<file path="config.mk">
export PLATFORM = sky130hd
export DESIGN_NAME = multi_edge_detector
export DESIGN_NICKNAME = d
export VERILOG_FILES = /design/src/rtl/med_pkg.sv /design/src/rtl/edge_chan.sv /design/src/rtl/multi_edge_detector.sv
export SDC_FILE = /design/constraint.sdc
export NUM_CORES = 1
export LEC_CHECK = 0
export CAP_MARGIN = 10
export CELL_PAD_IN_SITES_DETAIL_PLACEMENT = 0
export CELL_PAD_IN_SITES_GLOBAL_PLACEMENT = 1
export CORE_MARGIN = 4
export CORE_UTILIZATION = 30
export CTS_BUF_LIST = sky130_fd_sc_hd__clkbuf_8
export DETAILED_ROUTE_END_ITERATION = 10
export PLACE_DENSITY = 0.65
export SYNTH_ARGS = -nofsm -noshare
export SYNTH_HDL_FRONTEND = slang
export SYNTH_SLANG_ARGS = --single-unit
export TNS_END_PERCENT = 20
</file>
<file path="constraint.sdc">
create_clock -name clk -period 2.4 [get_ports clk]
set_clock_uncertainty 0.05 [all_clocks]
set_input_delay 0.48 -clock clk [delete_from_list [all_inputs] [get_ports clk]]
set_output_delay 0.48 -clock clk [all_outputs]
set_load 0.1 [all_outputs]
</file>
<file path="src/rtl/med_pkg.sv">
// med_pkg: shared definitions for the multi-channel edge detector.
//   - edge_mode_e : per-channel edge mode encodings (off / rise / fall / both)
//   - MODE_W      : width of one channel's mode field
//   - clog2       : ceiling log2, used to size the stability filter counter
package med_pkg;

    localparam int MODE_W = 2;

    typedef enum logic [MODE_W-1:0] {
        MODE_OFF  = 2'b00,
        MODE_RISE = 2'b01,
        MODE_FALL = 2'b10,
        MODE_BOTH = 2'b11
    } edge_mode_e;

    // Ceiling log2; clog2(1) = 0, clog2(4) = 2, clog2(5) = 3.
    function automatic int clog2(input int value);
        int result;
        int v;
        result = 0;
        v      = value - 1;
        while (v > 0) begin
            result = result + 1;
            v      = v >> 1;
        end
        return result;
    endfunction

endpackage

</file>
<file path="src/rtl/edge_chan.sv">
// edge_chan: one channel of the edge detector.
//   sig_in -> SYNC_STAGES-flop synchroniser -> stability filter (level) ->
//   edge qualification by mode -> registered pulse/direction, sticky status
//   and saturating event counter.
// Ports:
//   clk, rst_n   clock, asynchronous active-low reset
//   sig_in       raw asynchronous input
//   mode         edge mode (edge_mode_e encoding)
//   status_clr   write-1-to-clear for status (a simultaneous edge wins)
//   cnt_clr      counter clear (a simultaneous edge leaves the counter at 1)
//   edge_pulse   one-cycle pulse per qualified edge
//   edge_dir     direction of the last qualified edge (1 rise, 0 fall)
//   level        filtered, synchronised level
//   status       sticky event flag
//   evt_cnt      saturating event counter
module edge_chan
    import med_pkg::*;
#(
    parameter int SYNC_STAGES = 2,
    parameter int FILT_LEN    = 4,
    parameter int CNT_W       = 16
) (
    input  logic              clk,
    input  logic              rst_n,
    input  logic              sig_in,
    input  logic [MODE_W-1:0] mode,
    input  logic              status_clr,
    input  logic              cnt_clr,
    output logic              edge_pulse,
    output logic              edge_dir,
    output logic              level,
    output logic              status,
    output logic [CNT_W-1:0]  evt_cnt
);

    localparam int               FC_W    = clog2(FILT_LEN) + 1;
    localparam logic [FC_W-1:0]  FC_LAST = FC_W'(FILT_LEN - 1);
    localparam logic [CNT_W-1:0] CNT_MAX = {CNT_W{1'b1}};

    logic [SYNC_STAGES-1:0] sync_reg;
    logic                   sync_s;

    logic [FC_W-1:0]  fc_reg, fc_next;
    logic             level_reg, level_next;
    logic             pulse_reg, pulse_next;
    logic             dir_reg, dir_next;
    logic             status_reg, status_next;
    logic [CNT_W-1:0] cnt_reg, cnt_next;

    logic raw_edge;
    logic rising;
    logic qual;

    assign sync_s = sync_reg[SYNC_STAGES-1];

    always_comb begin
        fc_next    = fc_reg;
        level_next = level_reg;
        raw_edge   = 1'b0;
        // fc counts consecutive cycles in which the synchronised input has
        // disagreed with level; any agreement restarts the count, so only
        // disagreements lasting FILT_LEN cycles move level.
        if (sync_s == level_reg) begin
            fc_next = '0;
        end else if (fc_reg == FC_LAST) begin
            level_next = sync_s;
            fc_next    = '0;
            raw_edge   = 1'b1;
        end else begin
            fc_next = fc_reg + 1'b1;
        end

        // level is about to take the value of sync_s, so that value is the
        // direction of the edge.
        rising = sync_s;
        qual   = 1'b0;
        if (raw_edge) begin
            case (edge_mode_e'(mode))
                MODE_RISE: qual = rising;
                MODE_FALL: qual = ~rising;
                MODE_BOTH: qual = 1'b1;
                default:   qual = 1'b0;
            endcase
        end

        pulse_next = qual;
        dir_next   = qual ? rising : dir_reg;

        // Set has priority over clear.
        if (qual) begin
            status_next = 1'b1;
        end else if (status_clr) begin
            status_next = 1'b0;
        end else begin
            status_next = status_reg;
        end

        // Clear has priority over increment, but an edge in the clearing
        // cycle is still counted.
        if (cnt_clr) begin
            cnt_next = qual ? CNT_W'(1) : '0;
        end else if (qual && (cnt_reg != CNT_MAX)) begin
            cnt_next = cnt_reg + 1'b1;
        end else begin
            cnt_next = cnt_reg;
        end
    end

    always_ff @(posedge clk or negedge rst_n) begin
        if (!rst_n) begin
            sync_reg   <= '0;
            fc_reg     <= '0;
            level_reg  <= 1'b0;
            pulse_reg  <= 1'b0;
            dir_reg    <= 1'b0;
            status_reg <= 1'b0;
            cnt_reg    <= '0;
        end else begin
            sync_reg   <= {sync_reg[SYNC_STAGES-2:0], sig_in};
            fc_reg     <= fc_next;
            level_reg  <= level_next;
            pulse_reg  <= pulse_next;
            dir_reg    <= dir_next;
            status_reg <= status_next;
            cnt_reg    <= cnt_next;
        end
    end

    assign edge_pulse = pulse_reg;
    assign edge_dir   = dir_reg;
    assign level      = level_reg;
    assign status     = status_reg;
    assign evt_cnt    = cnt_reg;

endmodule

</file>
<file path="src/rtl/multi_edge_detector.sv">
// multi_edge_detector: CH independent edge-event channels plus a maskable
// interrupt formed from the sticky status flags.
// Ports:
//   clk, rst_n   clock, asynchronous active-low reset
//   sig_in       raw asynchronous inputs, bit i = channel i
//   mode         per-channel edge mode, [2i+1:2i] for channel i
//   irq_en       per-channel interrupt enable
//   status_clr   per-channel write-1-to-clear for status
//   cnt_clr      per-channel counter clear
//   edge_pulse   per-channel one-cycle qualified edge pulse
//   edge_dir     per-channel direction of the last pulse (1 rise, 0 fall)
//   level        per-channel filtered level
//   status       per-channel sticky event flag
//   evt_cnt      per-channel saturating counters, channel i at [i*CNT_W +: CNT_W]
//   irq          |(status & irq_en)
module multi_edge_detector
    import med_pkg::*;
#(
    parameter int CH          = 8,
    parameter int SYNC_STAGES = 2,
    parameter int FILT_LEN    = 4,
    parameter int CNT_W       = 16
) (
    input  logic                 clk,
    input  logic                 rst_n,
    input  logic [CH-1:0]        sig_in,
    input  logic [MODE_W*CH-1:0] mode,
    input  logic [CH-1:0]        irq_en,
    input  logic [CH-1:0]        status_clr,
    input  logic [CH-1:0]        cnt_clr,
    output logic [CH-1:0]        edge_pulse,
    output logic [CH-1:0]        edge_dir,
    output logic [CH-1:0]        level,
    output logic [CH-1:0]        status,
    output logic [CH*CNT_W-1:0]  evt_cnt,
    output logic                 irq
);

    generate
        for (genvar gi = 0; gi < CH; gi++) begin : g_chan
            edge_chan #(
                .SYNC_STAGES (SYNC_STAGES),
                .FILT_LEN    (FILT_LEN),
                .CNT_W       (CNT_W)
            ) u_chan (
                .clk        (clk),
                .rst_n      (rst_n),
                .sig_in     (sig_in[gi]),
                .mode       (mode[MODE_W*gi +: MODE_W]),
                .status_clr (status_clr[gi]),
                .cnt_clr    (cnt_clr[gi]),
                .edge_pulse (edge_pulse[gi]),
                .edge_dir   (edge_dir[gi]),
                .level      (level[gi]),
                .status     (status[gi]),
                .evt_cnt    (evt_cnt[CNT_W*gi +: CNT_W])
            );
        end
    endgenerate

    // Built from registered status, so irq is glitch-free apart from irq_en.
    assign irq = |(status & irq_en);

endmodule

</file>
---- After elaboration in Yosys (flattened, before gate mapping) ----
Cells that the tools add are included.
word-level totals
  register bits after elaboration ......... 200
  logic and storage cells ................. 258
cells by class
  reductions and logical operators ........ 33
  equality and inequality tests ........... 48
  muxes and demuxes ....................... 88
  bitwise operators ....................... 17
  $add $sub $neg .......................... 16
operators by type and width
  operator                 number
  $mux W16                 16
  $add A16 B1 Y16 const B  8
  $ne A16 B16 Y1 const B   8
  $mux W1                  48
  $mux W3                  16
  $eq A2 B2 Y1 const B     16
  $reduce_bool A2 Y1       16
  $add A3 B1 Y3 const B    8
  $eq A3 B2 Y1 const B     8
  $pmux W1 S3              8
  $eq A2 B1 Y1 const B     8
  $not A1 Y1               16
  $reduce_and A2 Y1        8
  $and A8 B8 Y8            1
  $eq A1 B1 Y1             8
  $logic_and A1 B1 Y1      8
  $reduce_or A8 Y1         1

---- Depth between registers and ports, before layout ----
Gate-level depths: netlist of the first run.
  word-level depth ........................ 7
  depth in mapped cells ................... 8
  mapped depth without buffers ............ 7

---- Cells and area by module ----
From an unflattened synthesis of the first run, not the netlist that was laid out.
unflattened totals
  cells, all modules ...................... 1,037
  area total of the unflattened synthesis .. 11,141.9 um^2
by module, submodules not included
  module                             sequential area each (um^2)  cells an instance  instances  area each (um^2)
  edge_chan at g_chan[0].u_chan ...  625.6                        129                7          1,398.8
  edge_chan at g_chan[5].u_chan      625.6                        129                1          1,313.8
  multi_edge_detector                0.0                          5                  1          36.3

---- Worst setup path before layout of the first run ----
No wires, ideal clock.
  kind .................................... register -> register
  from .................................... reg g_chan[5].u_chan.cnt_reg[0]
  to ...................................... reg g_chan[5].u_chan.cnt_reg[1]
  buffers on the path ..................... 0
  arrival time ............................ 2,499 ps
  stages on the path, launching flop included .. 7
  setup slack ............................. -276 ps
  setup time .............................. 127 ps
  cell sequence ........................... dfrtp_1 > ha_1 > nand3_1 > nor4_1 > nand2b_1 > mux2i_1 > nor2_1
between the ends
  longest elaborated chain between the ends .. 3
  elaborated cells on any way between the ends .. 6
  classes of those cells .................. add/sub: 1; eq/ne: 1; mux: 2; reduce/logical: 2
RTL lines
  item                                                      RTL line                            text
  start: declaration                                        edge_chan.sv:48                     logic [CNT_W-1:0] cnt_reg, cnt_next;
  start signal: assignment                                  edge_chan.sv:125                    cnt_reg <= cnt_next;
  $add A16 B1 Y16 / $ne A16 B16 Y1 (equally long branches)  edge_chan.sv:103, edge_chan.sv:102
  $mux W16 / $logic_and A1 B1 Y1 (equally long branches)    edge_chan.sv:102                    end else if (qual && (cnt_reg != CNT_MAX)) begin
  $mux W16 / $reduce_bool A2 Y1 (equally long branches)     n/a
Parallel ways exist; a longest one is shown, timed or not. The select of a mux whose other input is x is not followed.
A chain may end at the register's enable or synchronous reset.

---- Worst setup path in the final report of the first run ----
  from .................................... reg g_chan[3].u_chan.status_reg
  to ...................................... out irq
between the ends
  longest elaborated chain between the ends .. 2
RTL lines
  item                      RTL line                   text
  start: declaration        edge_chan.sv:47            logic status_reg, status_next;
  start signal: assignment  edge_chan.sv:124           status_reg <= status_next;
  $and A8 B8 Y8             multi_edge_detector.sv:62  assign irq = |(status & irq_en);
  $reduce_or A8 Y1          multi_edge_detector.sv:62
  end: declaration          multi_edge_detector.sv:36  output logic irq
No other way between the ends.

==> results.json, run 1 <==
{
  "layout-drive-gt1-share": 0.248,
  "floorplan.io_pins": 211,
  "share_of_power_burned_in_registers": 0.480,
  "routedWlPerCell_um": 16.0,
  "via_count_of_the_first_global_routing_pass": 7959,
  "grt_max_degree": 63,
  "timing.max_cap.violations": 0,
  "rsz_0062_raised_after_global_routing": "no",
  "largest_reg_flops": 128,
  "synth_fp_nets": 1071,
  "drtIter0Drc": 397,
  "arrival_ps": 1640,
  "setup.worst_path.class": "flop to output pin",
  "post-synth-top-area-fraction": 0.501,
  "holdPathEnd": "g_chan[7].u_chan.sync_reg[1]",
  "die_span_x_um": 190,
  "route.vias.total": 8161,
  "achievable-frequency_ghz": 0.460,
  "swShare": 0.370,
  "slew_headroom": 0.525,
  "port_buffers": 210,
  "design_power_total_mw": 7.98,
  "reg2reg_depth": 5,
  "post_synth_fa_ha_maj_area_fraction": 0.0200,
  "cell_internal_pwr_mw": 5.03,
  "max_slew_violation_count": 0,
  "main_combinational_cell_family_by_area_after_synthesis": "simple AND/OR/NAND/NOR gates",
  "layout.nets": 1294,
  "timing.critical_path.to_type": "output pin",
  "vias_per_cell": 4.85,
  "post-route-drc-count": 0,
  "status": "finished, final reports clean",
  "hpwlAfterDp_mm": 19.8,
  "fillerInstances": 3362,
  "capturing_point_of_the_worst_reg2reg_path": "g_chan[1].u_chan.evt_cnt[13]",
  "post_synth_main_area_contributors": "sky130_fd_sc_hd__dfrtp_1, sky130_fd_sc_hd__xnor2_1, sky130_fd_sc_hd__nor2_1, sky130_fd_sc_hd__nor4_1, sky130_fd_sc_hd__nand4_1",
  "wirelength_mm": 26.9,
  "power.share.clock": 0.270,
  "fin_util": 0.391,
  "clock_sink_count": 200,
  "floorplan.core_area_sq_mm": 0.0327,
  "combPwrFrac": 0.249,
  "area_of_the_mapped_netlist_sq_mm": 0.00999,
  "synth_mux_area_frac": 0.0159,
  "ys_seq_elements": 200,
  "yosysTopAreaCell": "sky130_fd_sc_hd__dfrtp_1",
  "synth-edff-count": 0,
  "gpl.final_weighted_congestion": 0.797,
  "design.die.area_sq_mm": 0.0363,
  "cts_tree": "built",
  "ys_warn_count": 0,
  "regArea_sq_mm": 0.00505,
  "worst_skew_pair.late_latency_ps": 490,
  "complex_gate_fraction_of_the_synthesized_area": 0.0755,
  "gr-total-overflow": 0,
  "final_min_period_over_clock_period": 0.905,
  "setup_viol_count_final": 0,
  "leakage_nw": 5.39,
  "areaGrowthSynthToFinish_pct": 28.0,
  "rows": 66,
  "post-synth-top-count-cell": "sky130_fd_sc_hd__dfrtp_1",
  "hold_path_startpoint": "g_chan[7].u_chan.sync_reg[0]",
  "critPathRequiredTime_ps": 1870,
  "power_density_mw_per_mm2": 624,
  "min_delay_path_depth": 0,
  "grt_first_pass_wirelength_mm": 44.0,
  "floorplan.die.height_um": 190,
  "ir_drop_uv": 445,
  "start_kind": "flop",
  "detail-route-antenna-nets": 0,
  "hold_viol": 0,
  "max_slew.worst_pin.slew_ps": 711,
  "clk_root_buffer_cell": "sky130_fd_sc_hd__clkbuf_8",
  "gate_count_of_the_mapped_netlist": 1005,
  "cts_buffer_depth": 2,
  "cts-htree-levels": 4,
  "start_util": 0.305,
  "number_of_antenna_violations_at_the_first_check_in_global_routing": 1,
  "total_negative_setup_slack_ps": 0,
  "synth.yosys.seq_area_share": 0.501,
  "multi_input_gate_area_sq_mm": 0.00453,
  "crit_path_max_fanout": 3,
  "most_instantiated_flip_flop_cell_in_the_synthesis_netlist": "sky130_fd_sc_hd__dfrtp_1",
  "post_synth_arst_share": 1.00,
  "path_clk_slew_ps": 110,
  "p_switching_mw": 2.95,
  "fin_crit_ps": 2170,
  "tritoncts.num_buffers": 17,
  "reg2reg_slack_ps": 330,
  "synth_top_cells_by_count": "sky130_fd_sc_hd__dfrtp_1, sky130_fd_sc_hd__nor2_1, sky130_fd_sc_hd__xnor2_1",
  "synthSimpleGateAreaFrac": 0.256,
  "synthXorXnorAreaFrac": 0.0859,
  "worst_hold_path_type": "flop to flop",
  "timing.rr.start": "g_chan[1].u_chan.level",
  "grt_use_total": 0.149,
  "syn-mean-instance-area_sq_um": 9.94,
  "synth.distinct_cells": 56,
  "drt_first_pass_iters": 5
}
cell usage in the layout (no fill, tap or decap), types with 9 or more instances in the layout:
cell / n
sky130_fd_sc_hd__xnor2_1: 84
sky130_fd_sc_hd__nor3b_1: 18
sky130_fd_sc_hd__a31oi_1: 9
sky130_fd_sc_hd__clkbuf_8: 18
sky130_fd_sc_hd__nor4_1: 42
sky130_fd_sc_hd__nand3_1: 39
sky130_fd_sc_hd__nor3_1: 46
sky130_fd_sc_hd__xor2_1: 14
sky130_fd_sc_hd__buf_4: 212
sky130_fd_sc_hd__nor2_1: 123
sky130_fd_sc_hd__nand2b_1: 14
sky130_fd_sc_hd__dfrtp_2: 40
sky130_fd_sc_hd__nand3b_1: 13
sky130_fd_sc_hd__nand4_1: 39
sky130_fd_sc_hd__o211ai_1: 9
sky130_fd_sc_hd__and3b_1: 10
sky130_fd_sc_hd__inv_1: 28
sky130_fd_sc_hd__nand2_1: 61
sky130_fd_sc_hd__clkdlybuf4s50_1: 48
sky130_fd_sc_hd__nor2b_1: 18
sky130_fd_sc_hd__and4_1: 12
sky130_fd_sc_hd__o21ai_0: 34
sky130_fd_sc_hd__and3_1: 13
sky130_fd_sc_hd__ha_1: 16
sky130_fd_sc_hd__a21oi_1: 18
sky130_fd_sc_hd__dfrtp_1: 160
cell families (layout without fill, tap and decap cells):
group | count (synthesis) | after routing
compound gates | 113 | 113
xor+xnor | 98 | 98
fa+ha+maj | 16 | 16
buf+inv | 89 | 325
flops | 200 | 200
mux | 15 | 15
other cells | 0 | 1
simple gates | 474 | 474
layout make-up:
| class | instances | share of cell area |
|---|---|---|
| clock buffers | 17 | 0.0183 |
| inverters | 28 | 0.00822 |
| flip-flops and latches | 200 | 0.395 |
| diodes | 1 | 0.000196 |
| repair buffers | 265 | 0.169 |
| multi-input cells | 716 | 0.354 |
| clock inverters | 15 | 0.0114 |
| well taps | 442 | 0.0433 |
worst max-delay path: stages (launching register included):
cell	delay (ps)
sky130_fd_sc_hd__dfrtp_1	410
sky130_fd_sc_hd__a22oi_1	320
sky130_fd_sc_hd__nand4_1	200
sky130_fd_sc_hd__buf_12	220
worst max path at each step:
stage	from	to	slack [ps]
final	g_chan[3].u_chan.status	irq	230
after global routing	g_chan[3].u_chan.status	irq	10
after CTS	g_chan[5].u_chan.status	irq	60
after detailed placement	mode[2]	g_chan[1].u_chan.evt_cnt[13]	-120
after global placement	mode[2]	g_chan[1].u_chan.evt_cnt[13]	-120
after floorplan	g_chan[4].u_chan.evt_cnt[2]	g_chan[4].u_chan.evt_cnt[13]	-130
power by group through the flow:
stage,Combinational [mW],Clock (mW),Sequential (mW)
2_1_floorplan,1.42,0,3.98
3_3_place_gp,1.99,0,3.89
3_5_place_dp,2.00,0,3.90
4_1_cts,2.01,2.29,3.84
5_1_grt,2.13,2.42,3.88
6_report,1.99,2.16,3.83
layer usage:
metal / GRT usage / share of wire / routed length [um]
met1: 0.214 / 0.48 / 13000
met4: 0.0450 / 0.014 / 386
met3: 0.0359 / 0.051 / 1380
met5: 0 / 0 / 0
met2: 0.224 / 0.45 / 12200
repair_timing:
action | 4_1_cts | 5_1_grt
setup endpoints to repair | 0 | 1
hold buffers | 1 | 0
resized for setup | 0 | 1
hold endpoints to repair | 54 | 0
setup buffers | 0 | 0
metrics by stage:
stage	hold slack (ps)	worst slack, ps	area (sq um)	std cells
floorplan	134	-129	10000	1005
global placement	284	-115	12400	1650
detailed placement	285	-115	12400	1650
CTS	301	55.9	12800	1683
global route	312	15.0	12800	1684
finish	307	227	12800	1684
Note: power is estimated with default switching activity, not from simulation.
==> inputs of run 2 (changes only) <==
--- a/config.mk
+++ b/config.mk
@@ -13,6 +13,7 @@
 export CTS_BUF_LIST = sky130_fd_sc_hd__clkbuf_8
 export DETAILED_ROUTE_END_ITERATION = 10
 export PLACE_DENSITY = 0.65
+export SLEW_MARGIN = 10
 export SYNTH_ARGS = -nofsm -noshare
 export SYNTH_HDL_FRONTEND = slang
 export SYNTH_SLANG_ARGS = --single-unit
==> results of run 2 <==
The final DEF is identical to that of run 1; final timing and power are the same.
==> inputs of run 3 (changes only) <==
--- a/config.mk
+++ b/config.mk
@@ -5,6 +5,7 @@
 export SDC_FILE = /design/constraint.sdc
 export NUM_CORES = 1
 export LEC_CHECK = 0
+export ABC_CLOCK_PERIOD_IN_PS = 2400
 export CAP_MARGIN = 10
 export CELL_PAD_IN_SITES_DETAIL_PLACEMENT = 0
 export CELL_PAD_IN_SITES_GLOBAL_PLACEMENT = 1
==> results of run 3 <==
The final DEF is identical to that of run 1; final timing and power are the same.
